==> config.mk <==
export PLATFORM = sky130hd
export DESIGN_NAME = paralelo_serial_param
export DESIGN_NICKNAME = d
export VERILOG_FILES = /design/src/rtl/ps_pkg.sv /design/src/rtl/ps_fifo.sv /design/src/rtl/paralelo_serial_param.sv
export SDC_FILE = /design/constraint.sdc
export NUM_CORES = 1
export LEC_CHECK = 0
export ABC_AREA = 1
export CORE_MARGIN = 1.5
export CORE_UTILIZATION = 50
export DETAILED_ROUTE_END_ITERATION = 8
export GPL_ROUTABILITY_DRIVEN = 0
export PLACE_DENSITY = 0.7
export SYNTH_ARGS = -nofsm -noshare
export SYNTH_HDL_FRONTEND = slang
export SYNTH_SLANG_ARGS = --single-unit
export TNS_END_PERCENT = 50
==> constraint.sdc <==
create_clock -name clk_32f -period 2.8 [get_ports clk_32f]
set_clock_uncertainty 0.15 [all_clocks]
set_input_delay 0.56 -clock clk_32f [delete_from_list [all_inputs] [get_ports clk_32f]]
set_output_delay 0.56 -clock clk_32f [all_outputs]
set_load 0.01 [all_outputs]
==> src/rtl/ps_pkg.sv <==
// Shared types and helpers for the parameterised parallel-to-serial converter.
package ps_pkg;

    typedef enum logic {
        StSync,
        StRun
    } ps_state_e;

    localparam logic [7:0] IdleWordDefault = 8'hBC;

    // Width of a counter that must hold values 0..n-1 (never narrower than 1 bit).
    function automatic int unsigned cnt_width(input int unsigned n);
        return (n <= 1) ? 1 : $clog2(n);
    endfunction

    // Zero-extension does not change the XOR, so callers may pass any word up to 64 bits.
    function automatic logic parity_even(input logic [63:0] word);
        return ^word;
    endfunction

endpackage

==> src/rtl/ps_fifo.sv <==
// Synchronous FIFO with a combinational head output; DEPTH must be a power of two.
module ps_fifo
    import ps_pkg::*;
#(
    parameter int unsigned WIDTH = 8,
    parameter int unsigned DEPTH = 4
) (
    input  logic             clk,
    input  logic             reset,
    input  logic             push,
    input  logic             pop,
    input  logic [WIDTH-1:0] din,
    output logic [WIDTH-1:0] dout,
    output logic             full,
    output logic             empty
);

    localparam int unsigned AW = cnt_width(DEPTH);
    localparam logic [AW:0] DepthCnt = (AW + 1)'(DEPTH);

    logic [WIDTH-1:0] mem_q [DEPTH];
    logic [WIDTH-1:0] mem_d [DEPTH];
    logic [AW-1:0]    wr_ptr_q, wr_ptr_d;
    logic [AW-1:0]    rd_ptr_q, rd_ptr_d;
    logic [AW:0]      cnt_q, cnt_d;
    logic             do_push;
    logic             do_pop;

    assign full  = (cnt_q == DepthCnt);
    assign empty = (cnt_q == '0);
    assign dout  = mem_q[rd_ptr_q];

    // Requests against a full or empty FIFO are ignored here as a second line of defence.
    assign do_push = push & ~full;
    assign do_pop  = pop & ~empty;

    always_comb begin
        mem_d    = mem_q;
        wr_ptr_d = wr_ptr_q;
        rd_ptr_d = rd_ptr_q;
        cnt_d    = cnt_q + (AW + 1)'(do_push) - (AW + 1)'(do_pop);
        if (do_push) begin
            mem_d[wr_ptr_q] = din;
            wr_ptr_d        = wr_ptr_q + 1'b1;
        end
        if (do_pop) begin
            rd_ptr_d = rd_ptr_q + 1'b1;
        end
    end

    always_ff @(posedge clk) begin
        if (reset) begin
            for (int i = 0; i < int'(DEPTH); i++) begin
                mem_q[i] <= '0;
            end
            wr_ptr_q <= '0;
            rd_ptr_q <= '0;
            cnt_q    <= '0;
        end else begin
            mem_q    <= mem_d;
            wr_ptr_q <= wr_ptr_d;
            rd_ptr_q <= rd_ptr_d;
            cnt_q    <= cnt_d;
        end
    end

endmodule

==> src/rtl/paralelo_serial_param.sv <==
// Parameterised parallel-to-serial converter: FIFO-buffered words sent MSB-first, idle-filled.
// Define PARALELO_SERIAL_PARITY_EN to append an even-parity bit to every frame.
module paralelo_serial_param
    import ps_pkg::*;
#(
    parameter int unsigned      WIDTH      = 8,
    parameter int unsigned      DEPTH      = 4,
    parameter logic [WIDTH-1:0] IDLE_WORD  = WIDTH'(IdleWordDefault),
    parameter int unsigned      SYNC_WORDS = 2
) (
    input  logic             clk_32f,
    input  logic             reset,
    input  logic [WIDTH-1:0] data_in,
    input  logic             valid_in,
    output logic             ready_out,
    output logic             data_out,
    output logic             word_start,
    output logic             active,
    output logic             fifo_full,
    output logic             fifo_empty,
    output logic             overflow
);

`ifdef PARALELO_SERIAL_PARITY_EN
    localparam int unsigned FrameW = WIDTH + 1;
`else
    localparam int unsigned FrameW = WIDTH;
`endif
    localparam int unsigned       CntW     = cnt_width(FrameW);
    localparam logic [CntW-1:0]   LastBit  = CntW'(FrameW - 1);
    localparam int unsigned       SyncW    = cnt_width(SYNC_WORDS + 1);
    localparam logic [SyncW-1:0]  LastSync = SyncW'(SYNC_WORDS - 1);

    ps_state_e        state_q, state_d;
    logic [FrameW-1:0] sr_q, sr_d;
    logic [CntW-1:0]  bit_cnt_q, bit_cnt_d;
    logic [SyncW-1:0] sync_cnt_q, sync_cnt_d;
    logic             word_start_q, word_start_d;
    logic             active_q, active_d;
    logic             overflow_q, overflow_d;

    logic             boundary;
    logic             load_data;
    logic             fifo_push;
    logic             fifo_pop;
    logic [WIDTH-1:0] fifo_dout;
    logic [WIDTH-1:0] sym;
    logic [FrameW-1:0] frame;

    ps_fifo #(
        .WIDTH (WIDTH),
        .DEPTH (DEPTH)
    ) u_fifo (
        .clk   (clk_32f),
        .reset (reset),
        .push  (fifo_push),
        .pop   (fifo_pop),
        .din   (data_in),
        .dout  (fifo_dout),
        .full  (fifo_full),
        .empty (fifo_empty)
    );

    assign boundary  = (bit_cnt_q == LastBit);
    // The head is only taken on a boundary, so a word pushed on that same edge waits a symbol.
    assign load_data = boundary && (state_q == StRun) && !fifo_empty;
    assign fifo_pop  = load_data;
    assign fifo_push = valid_in && !fifo_full;
    assign sym       = load_data ? fifo_dout : IDLE_WORD;

`ifdef PARALELO_SERIAL_PARITY_EN
    assign frame = {sym, parity_even(64'(sym))};
`else
    assign frame = sym;
`endif

    always_comb begin
        state_d    = state_q;
        sr_d       = sr_q << 1;
        bit_cnt_d  = bit_cnt_q + 1'b1;
        sync_cnt_d = sync_cnt_q;
        active_d   = active_q;
        overflow_d = overflow_q | (valid_in & fifo_full);

        if (boundary) begin
            sr_d      = frame;
            bit_cnt_d = '0;
            active_d  = load_data;
            if (state_q == StSync) begin
                sync_cnt_d = sync_cnt_q + 1'b1;
                if (sync_cnt_q == LastSync) begin
                    state_d = StRun;
                end
            end
        end

        word_start_d = (bit_cnt_d == '0);
    end

    always_ff @(posedge clk_32f) begin
        if (reset) begin
            state_q      <= StSync;
            sr_q         <= '0;
            bit_cnt_q    <= LastBit;
            sync_cnt_q   <= '0;
            word_start_q <= 1'b0;
            active_q     <= 1'b0;
            overflow_q   <= 1'b0;
        end else begin
            state_q      <= state_d;
            sr_q         <= sr_d;
            bit_cnt_q    <= bit_cnt_d;
            sync_cnt_q   <= sync_cnt_d;
            word_start_q <= word_start_d;
            active_q     <= active_d;
            overflow_q   <= overflow_d;
        end
    end

    assign data_out   = sr_q[FrameW-1];
    assign word_start = word_start_q;
    assign active     = active_q;
    assign overflow   = overflow_q;
    assign ready_out  = !fifo_full;

endmodule

==> results, run 1 <==
- The worst setup path is captured at a flip-flop.
- Entering global routing, the biggest net connects 38 pins.
- The post-synthesis area per instance is 6.79 sq um.
- The cell family contributing the most delay on the critical path is adder cells.
- Yosys attributes the largest share of cell area to dfxtp_1, nand2_1, inv_1, nand4_1, nor2_2.
- The critical path data required time is 2.90 ns.
- Setup repair after global routing left no endpoint under its margin.
- The aggregate global-route resource usage is 20.1%.
- The post-layout minimum cycle time is 2.37 ns.
- Of all nets on the critical path, the largest fanout is 9.
- The synthesized cell area is 0.00297 sq mm.
- In the final layout, the share of cells above drive strength 1 is 11.2%.
- The vertical die dimension is 80.0 um.
- The clock-pin slew reported for the worst setup and hold paths after clock tree synthesis is 0.10 ns.
- Cells fill 57.4% of the core in the end.
- The die covers 0.00640 sq mm.
- The most used cell along the critical path is ha_1.
- From left edge to right edge, the die measures 80.0 um.
- Of the available clock period, the critical path in the final layout requires 84.8%.
- The highest clock rate is 421 MHz.
- After detailed routing, the average wire length per cell comes to 11.3 um.
- The max-slew headroom at the worst pin is 64.7%.
- The DRC violation count after routing is 0.
- The number of cells produced by synthesis is 437.
- The critical path class is reg2reg.
- The number of hold violations in the final report was 0.
- For this design the ratio of total power to cell area is 683 mW/mm^2.
- Once detail routing completed, the nets flagged for antenna violations numbered 0.
- Counting the fill cells in the layout gives 568.
- The number of buffers and inverters on the critical path is 2.
- The total nets after synthesis is 459.
- Before antenna repair, the detailed router went through 4 iterations.
- Walking the worst path, the cells encountered are ha_1, ha_1, nand2_1, a21oi_2, ha_1, inv_1, ha_1, inv_1, fa_1, nand2_1, nand2_1, nor2_1.
- At the pin with the least slew margin, the transition time is 0.528 ns.
- The antenna diode count is 0.
- The run finished with clean final reports.
- The most common flop cell mapped by yosys is dfxtp_1.
- The max-cap violation count is 0.
- The half-perimeter wire length of the detailed placement result is 4080 um.
- Summing the sequential cell areas from Yosys gives 37.8% of the chip area.
- The via count of the first global-routing pass is 2198.
- The initial cell density of the core is 52.9%.
- The critical path's slowest cell is dfxtp_1.
- The number of distinct standard cells referenced by the synthesized netlist is 26.
- The number of hold buffers added after CTS was 0.
- Summed over all cells, the static leakage comes to 1.60 nW.
- The number of setup buffers added after CTS is 0.
- The total count of max-transition violations in the final report came to 0.
- The initial antenna violation count was 0.
- Of the post-synthesis cell area, the dominant cell type holds 37.8%.
- Setup violations remaining at the end of the flow were counted as 0.
- The number of buffers created by CTS is 5.
- The remaining global-route overflow is 0.
- The per-cell via count in the routed design is 4.85.
- The sequential cell area is 0.00112 sq mm.
- Counting along the longest clock path gives a buffer depth of 2.
- The number of DRC markers in iteration 0 is 153.
- The warning count from the yosys run is 0.
- The signal arrival time at the worst endpoint is 2.48 ns.
- The area inside the core boundary is 0.00561 sq mm.
- The global-route wire length before repair is 10100 um.
- The number of clock sinks is 56.
- In this run the tool buffered the top-level ports with 17 buffer cells.
- The aggregate negative setup slack is 0 ns.
- VDD sags by at most 0.374 mV.
- Summing all multi-input logic gate instances after layout gives 0.00136 sq mm.
- The wire length after detailed routing is 5850 um.
- The initialized floorplan defines 27 standard-cell rows.
- The stage delay of the slowest cell on the critical path is 0.37 ns.
- The number of enable flip-flop cells after synthesis is 0.
- The count of instances resized after the clock tree is built is 0.
- In the synthesized netlist the async set-or-reset flop fraction comes to 0%.
- The H-tree was split into 2 levels.
- The area growth from synthesis to layout is 8.61%.
- The post-synthesis register bit count is 56.
- The tree is rooted in a clkbuf_8.
- The cell type contributing the most total cell area after synthesis is dfxtp_1.
- The net count reported at finish is 467.
- TritonCTS built the clock tree.
- Summing over every cut layer, the via total after detailed routing is 2508.
- The worst hold path class is reg2reg.
- The I/O pin count is 18.
- The worst setup path is launched from a flip-flop.
- For the worst-skew pair, the clock arrives at the later sink with an insertion delay of 0.31 ns.
## report_power, final
| group | internal [W] | switching, W |
|---|---|---|
| logic | 0.000298 | 0.000485 |
| registers | 0.000926 | 0.0000599 |
| clock network | 0.000170 | 0.000262 |
| total | 0.00139 | 0.000806 |
## flip-flops by register name, indices dropped and copies added (netlist names)
| register | count |
|---|---|
| word_start | 1 |
| overflow | 1 |
| u_fifo.mem_q | 32 |
| u_fifo.rd_ptr_q | 2 |
| state_q | 1 |
| sr_q | 8 |
| bit_cnt_q | 3 |
| u_fifo.cnt_q | 3 |
| active | 1 |
| u_fifo.wr_ptr_q | 2 |
| sync_cnt_q | 2 |
## layout by cell type (no fill, tap or decap)
cell | synthesis | final
a21oi_1 | 5 | 5
a21oi_2 | 1 | 1
buf_4 | 1 | 6
clkbuf_8 | 0 | 5
clkdlybuf4s50_1 | 0 | 17
clkinv_1 | 1 | 1
clkinv_2 | 0 | 1
clkinvlp_4 | 0 | 1
dfxtp_1 | 56 | 56
fa_1 | 1 | 1
ha_1 | 10 | 10
inv_1 | 93 | 93
inv_2 | 1 | 1
nand2_1 | 118 | 118
nand2_2 | 1 | 1
nand3_1 | 25 | 25
nand3_4 | 2 | 2
nand4_1 | 32 | 32
nor2_1 | 28 | 28
nor2_2 | 29 | 29
nor2_4 | 1 | 1
o211ai_1 | 2 | 2
o21ai_0 | 5 | 5
or2_2 | 2 | 2
xnor2_1 | 1 | 1
xor2_1 | 1 | 1
## cell families after synthesis
family	share of synthesized area, %
fa+ha+maj	4.89
simple gates	37.8
xor+xnor	0.591
compound gates	2.49
buf+inv	16.5
flops	37.8
## metal layers
metal / up-vias / GRT usage [%] / share of wire, %
met5: - / 0 / 0
met4: 0 / 6.03 / 1.7
met3: 8 / 3.43 / 3.3
met2: 38 / 33.6 / 46
met1: 1133 / 26.4 / 49
li1: 1329 / - / -
## cells in the mapped netlist, types with 2 or more instances
cell	n
nand3_4	2
ha_1	10
nor2_2	29
buf_1	2
buf_2	12
o21ai_0	5
or2_2	2
nand3_1	25
nand4_1	32
clkbuf_1	3
a21oi_1	5
dfxtp_1	56
nand2_1	118
inv_1	93
buf_6	4
nor2_1	28
o211ai_1	2
## tightest hold or removal path, cell delays in order (launching register included)
cell,delay [ns]
dfxtp_1,0.31
nand3_1,0.07
nand2_1,0.05
## path summary, 6_finish.rpt
path	startpoint	end	slack (ns)	cells after the start
worst max-delay path	bit_cnt_q[0]	u_fifo.cnt_q[2]	0.43	12
worst min-delay path	sr_q[0]	sr_q[1]	0.30	2
worst max register to register	bit_cnt_q[0]	u_fifo.cnt_q[2]	0.43	12
worst min register to register	sr_q[0]	sr_q[1]	0.30	2
## final cells by class
class	instances	share of cell area (%)
Tap cell	72	2.80
Timing Repair Buffer	23	6.68
Sequential cell	56	34.8
Clock buffer	5	2.14
Inverter	95	11.1
Multi-Input combinational cell	264	42.1
Clock inverter	2	0.389
## stage by stage
stage                     total power, W  cells  hold WS [ns]  area [sq um]  setup slack, ns
after CTS                        0.00222    517         0.306          3220            0.390
after floorplan                  0.00162    437         0.283          2970            0.507
after detailed placement         0.00179    510         0.300          3140            0.425
final                            0.00220    517         0.301          3220            0.426
after global placement           0.00177    510         0.289          3140            0.501
after global routing             0.00237    517         0.342          3220            0.165
Power figures use the tool's default switching activity.
==> run 2, diff against run 1 <==
--- a/config.mk
+++ b/config.mk
@@ -10,7 +10,7 @@
 export CORE_UTILIZATION = 50
 export DETAILED_ROUTE_END_ITERATION = 8
 export GPL_ROUTABILITY_DRIVEN = 0
-export PLACE_DENSITY = 0.7
+export PLACE_DENSITY = 0.73
 export SYNTH_ARGS = -nofsm -noshare
 export SYNTH_HDL_FRONTEND = slang
 export SYNTH_SLANG_ARGS = --single-unit
==> constraint.sdc (replaced) <==
create_clock -name clk_32f -period 1.9 [get_ports clk_32f]
set_clock_uncertainty 0.15 [all_clocks]
set_input_delay 0.38 -clock clk_32f [delete_from_list [all_inputs] [get_ports clk_32f]]
set_output_delay 0.38 -clock clk_32f [all_outputs]
set_load 0.01 [all_outputs]
==> run 2 against run 1 <==
  * The run now ends with negative setup slack left
  * Critical path depth shrank 2
  * Final cell count grew 2.3%
  * Register-to-register slack lost 0.62 ns
  * Die area is the same
  * Maximum frequency is 14% higher
  * Via count is 3.4% higher
  * Clock power up 150%
  * Sequential power increased by 47%
  * Global-route usage rose by 2.7 points
  * Critical path type unchanged
==> results, run 2 (synthesized netlist as in run 1, its figures left out) <==
- Once detailed placement completed, the half-perimeter wirelength came to 4400 um.
- Power comes to 0.00383 W.
- The per-cell via count in the routed design is 4.90.
- Walking the worst path, the cells encountered are ha_4, ha_4, nand2_4, a21oi_4, ha_4, inv_2, ha_4, inv_2, fa_2, nor2_1.
- Measured against its own limit, the worst slew margin works out to 63.9%.
- The area inside the core boundary is 0.00561 sq mm.
- The count of buffers added on input and output ports is 17.
- The area growth from synthesis to final layout is 16.7%.
- The largest registers in the layout are u_fifo.mem_q (32), sr_q (8).
- Once detail routing completed, the nets flagged for antenna violations numbered 0.
- The number of clock sinks is 56.
- In this run the worst hold path is classified as reg2reg.
- The aggregate global-route resource usage is 22.8%.
- The smallest clock period supported by the final layout is computed as 2.09 ns.
- The DRC violation count after routing is 0.
- The floorplan has 27 rows.
- The total count of max-transition violations in the final report was 0.
- For this design the ratio of total power to cell area is 1110 mW/mm^2.
- The TritonCTS clock tree is built.
- For this design the top-level I/O count stands at 18.
- The max-cap violation count is 0.
- The first detailed-routing pass ran for 5 iterations.
- Along the worst path, the maximum fanout reaches 2.
- The level count of the clock H-tree is 2.
- The highest clock rate is 478 MHz.
- Once the floorplan was initialized, standard cells occupied 52.9% of the core.
- The antenna diode count is 0.
- The worst setup path is captured at a flip-flop.
- The fill cell instance count of the final layout is 532.
- The library cells used most frequently in the layout, excluding fill and tap cells, are nand2_1, inv_1, dfxtp_1.
- The die boundary width is 80.0 um.
- The detailed router finished its first iteration with 153 violations.
- Leaving out fill and tap cells, the most frequent cell in the layout is nand2_1.
- The worst-case setup margin in the final layout is -0.191 ns.
- The via count of the first global-routing pass is 2545.
- The largest net degree at the start of global routing is 38.
- The count of hold-fix buffers inserted at cts is 0.
- For this block, the routed nets add up to 6600 um of wire.
- Counting both buffers and inverters, the worst setup path holds a total of 2.
- The later pin in the worst-skew pair is clocked with a latency of 0.31 ns.
- The tree is rooted in a clkbuf_8.
- After global routing the overflow that remains totals 0.
- The checks that failed: negative setup slack.
- The flip-flop count of the largest register, all copies and words added is 32.
- On the critical path, the stage with the largest delay is an instance of fa_2.
- The signal arrival time at the worst endpoint is 2.16 ns.
- At the worst endpoint, the required time is 1.97 ns.
- The clock-pin slew reported for the worst setup and hold paths after clock tree synthesis is 0.11 ns.
- The worst setup path is launched from a flip-flop.
- The vertical die dimension is 80.0 um.
- The worst setup path is of the reg2reg kind.
- The post-detailed-route wirelength per cell is 12.5 um.
- The total setup violations reported at the end of the flow is 3.
- The part of the cycle the worst path needs is 110%.
- The initial antenna violation count is 0.
- The number of hold violations in the final report was 0.
- The total die area is 0.00640 sq mm.
- By instance count, the cell type seen most on the critical path is ha_4.
- Setup total negative slack on the finished layout was measured at -0.482 ns.
- The fraction of final layout cells with drive strength greater than 1 is 15.8%.
- The longest clock path from root to sink contains 2 buffers.
- The global-route wire length before repair is 11400 um.
- The worst slack on hold paths is 0.324 ns.
- Setup repair after global routing could not meet its margin everywhere.
- The most flop-heavy register is u_fifo.mem_q.
- IR analysis of the VDD net gives a maximum drop of 0.733 mV.
- The pin slew with the least headroom to its limit is 0.541 ns.
- For this design the static power due to leakage is 1.70 nW.
- The stage delay of the slowest cell on the critical path is 0.50 ns.
- The flow ran to the end, but the final reports show violations.
- The number of buffers created by CTS is 5.
- The net count reported at finish is 478.
- The cell family with the largest share of critical-path delay is adder cells.
- For this block, the via count after detailed routing is 2594.
[run 2: layout make-up]
cell class              instances  area [sq um]  share of cell area, %
clock inverters                 3          90.1                   2.60
inverters                      95           357                   10.3
repair buffers                 34           308                   8.89
clock buffers                   5          68.8                   1.99
flip-flops and latches         56          1120                   32.5
multi-input cells             264          1420                   41.1
well taps                      72          90.1                   2.60
[run 2: what timing repair did]
item                                    CTS  global route
endpoints found under the setup margin    5             3
hold endpoints to repair                  0             0
pin swaps                                 2             2
resized for setup                         4             4
setup buffers                             0             1
[run 2: through the flow]
step	cells	area (sq um)	utilization, %	setup WS (ns)
4_1_cts	528	3440	61.4	-0.215
3_3_place_gp	520	3270	58.3	-0.108
5_1_grt	529	3460	61.7	-0.252
6_report	529	3460	61.7	-0.191
3_5_place_dp	520	3270	58.3	-0.212
2_1_floorplan	437	3010	-	-0.261
[run 2: worst paths after layout]
check / from / end / slack [ns] / cells past startpoint
hold reg to reg: sr_q[5] / sr_q[6] / 0.32 / 2
setup / recovery: bit_cnt_q[1] / u_fifo.cnt_q[1] / -0.19 / 10
setup reg to reg: bit_cnt_q[1] / u_fifo.cnt_q[1] / -0.19 / 10
hold / removal: sr_q[5] / sr_q[6] / 0.32 / 2
[run 2: tightest hold or removal path: stages (launching register included)]
cell     delay (ns)
dfxtp_1        0.32
nand3_1        0.07
nand2_1        0.05
[run 2: layer usage]
layer | part of all wire, % | global-route usage (%)
met2 | 49 | 40.3
met5 | 0 | 0
met3 | 5.4 | 4.00
met1 | 43 | 27.6
met4 | 1.7 | 7.76
[run 2: report_power, final]
part           switching (W)  internal [W]  total, W
logic               0.000797      0.000525   0.00132
clock network       0.000396      0.000659   0.00106
registers          0.0000884       0.00137   0.00145
total                0.00128       0.00255   0.00383
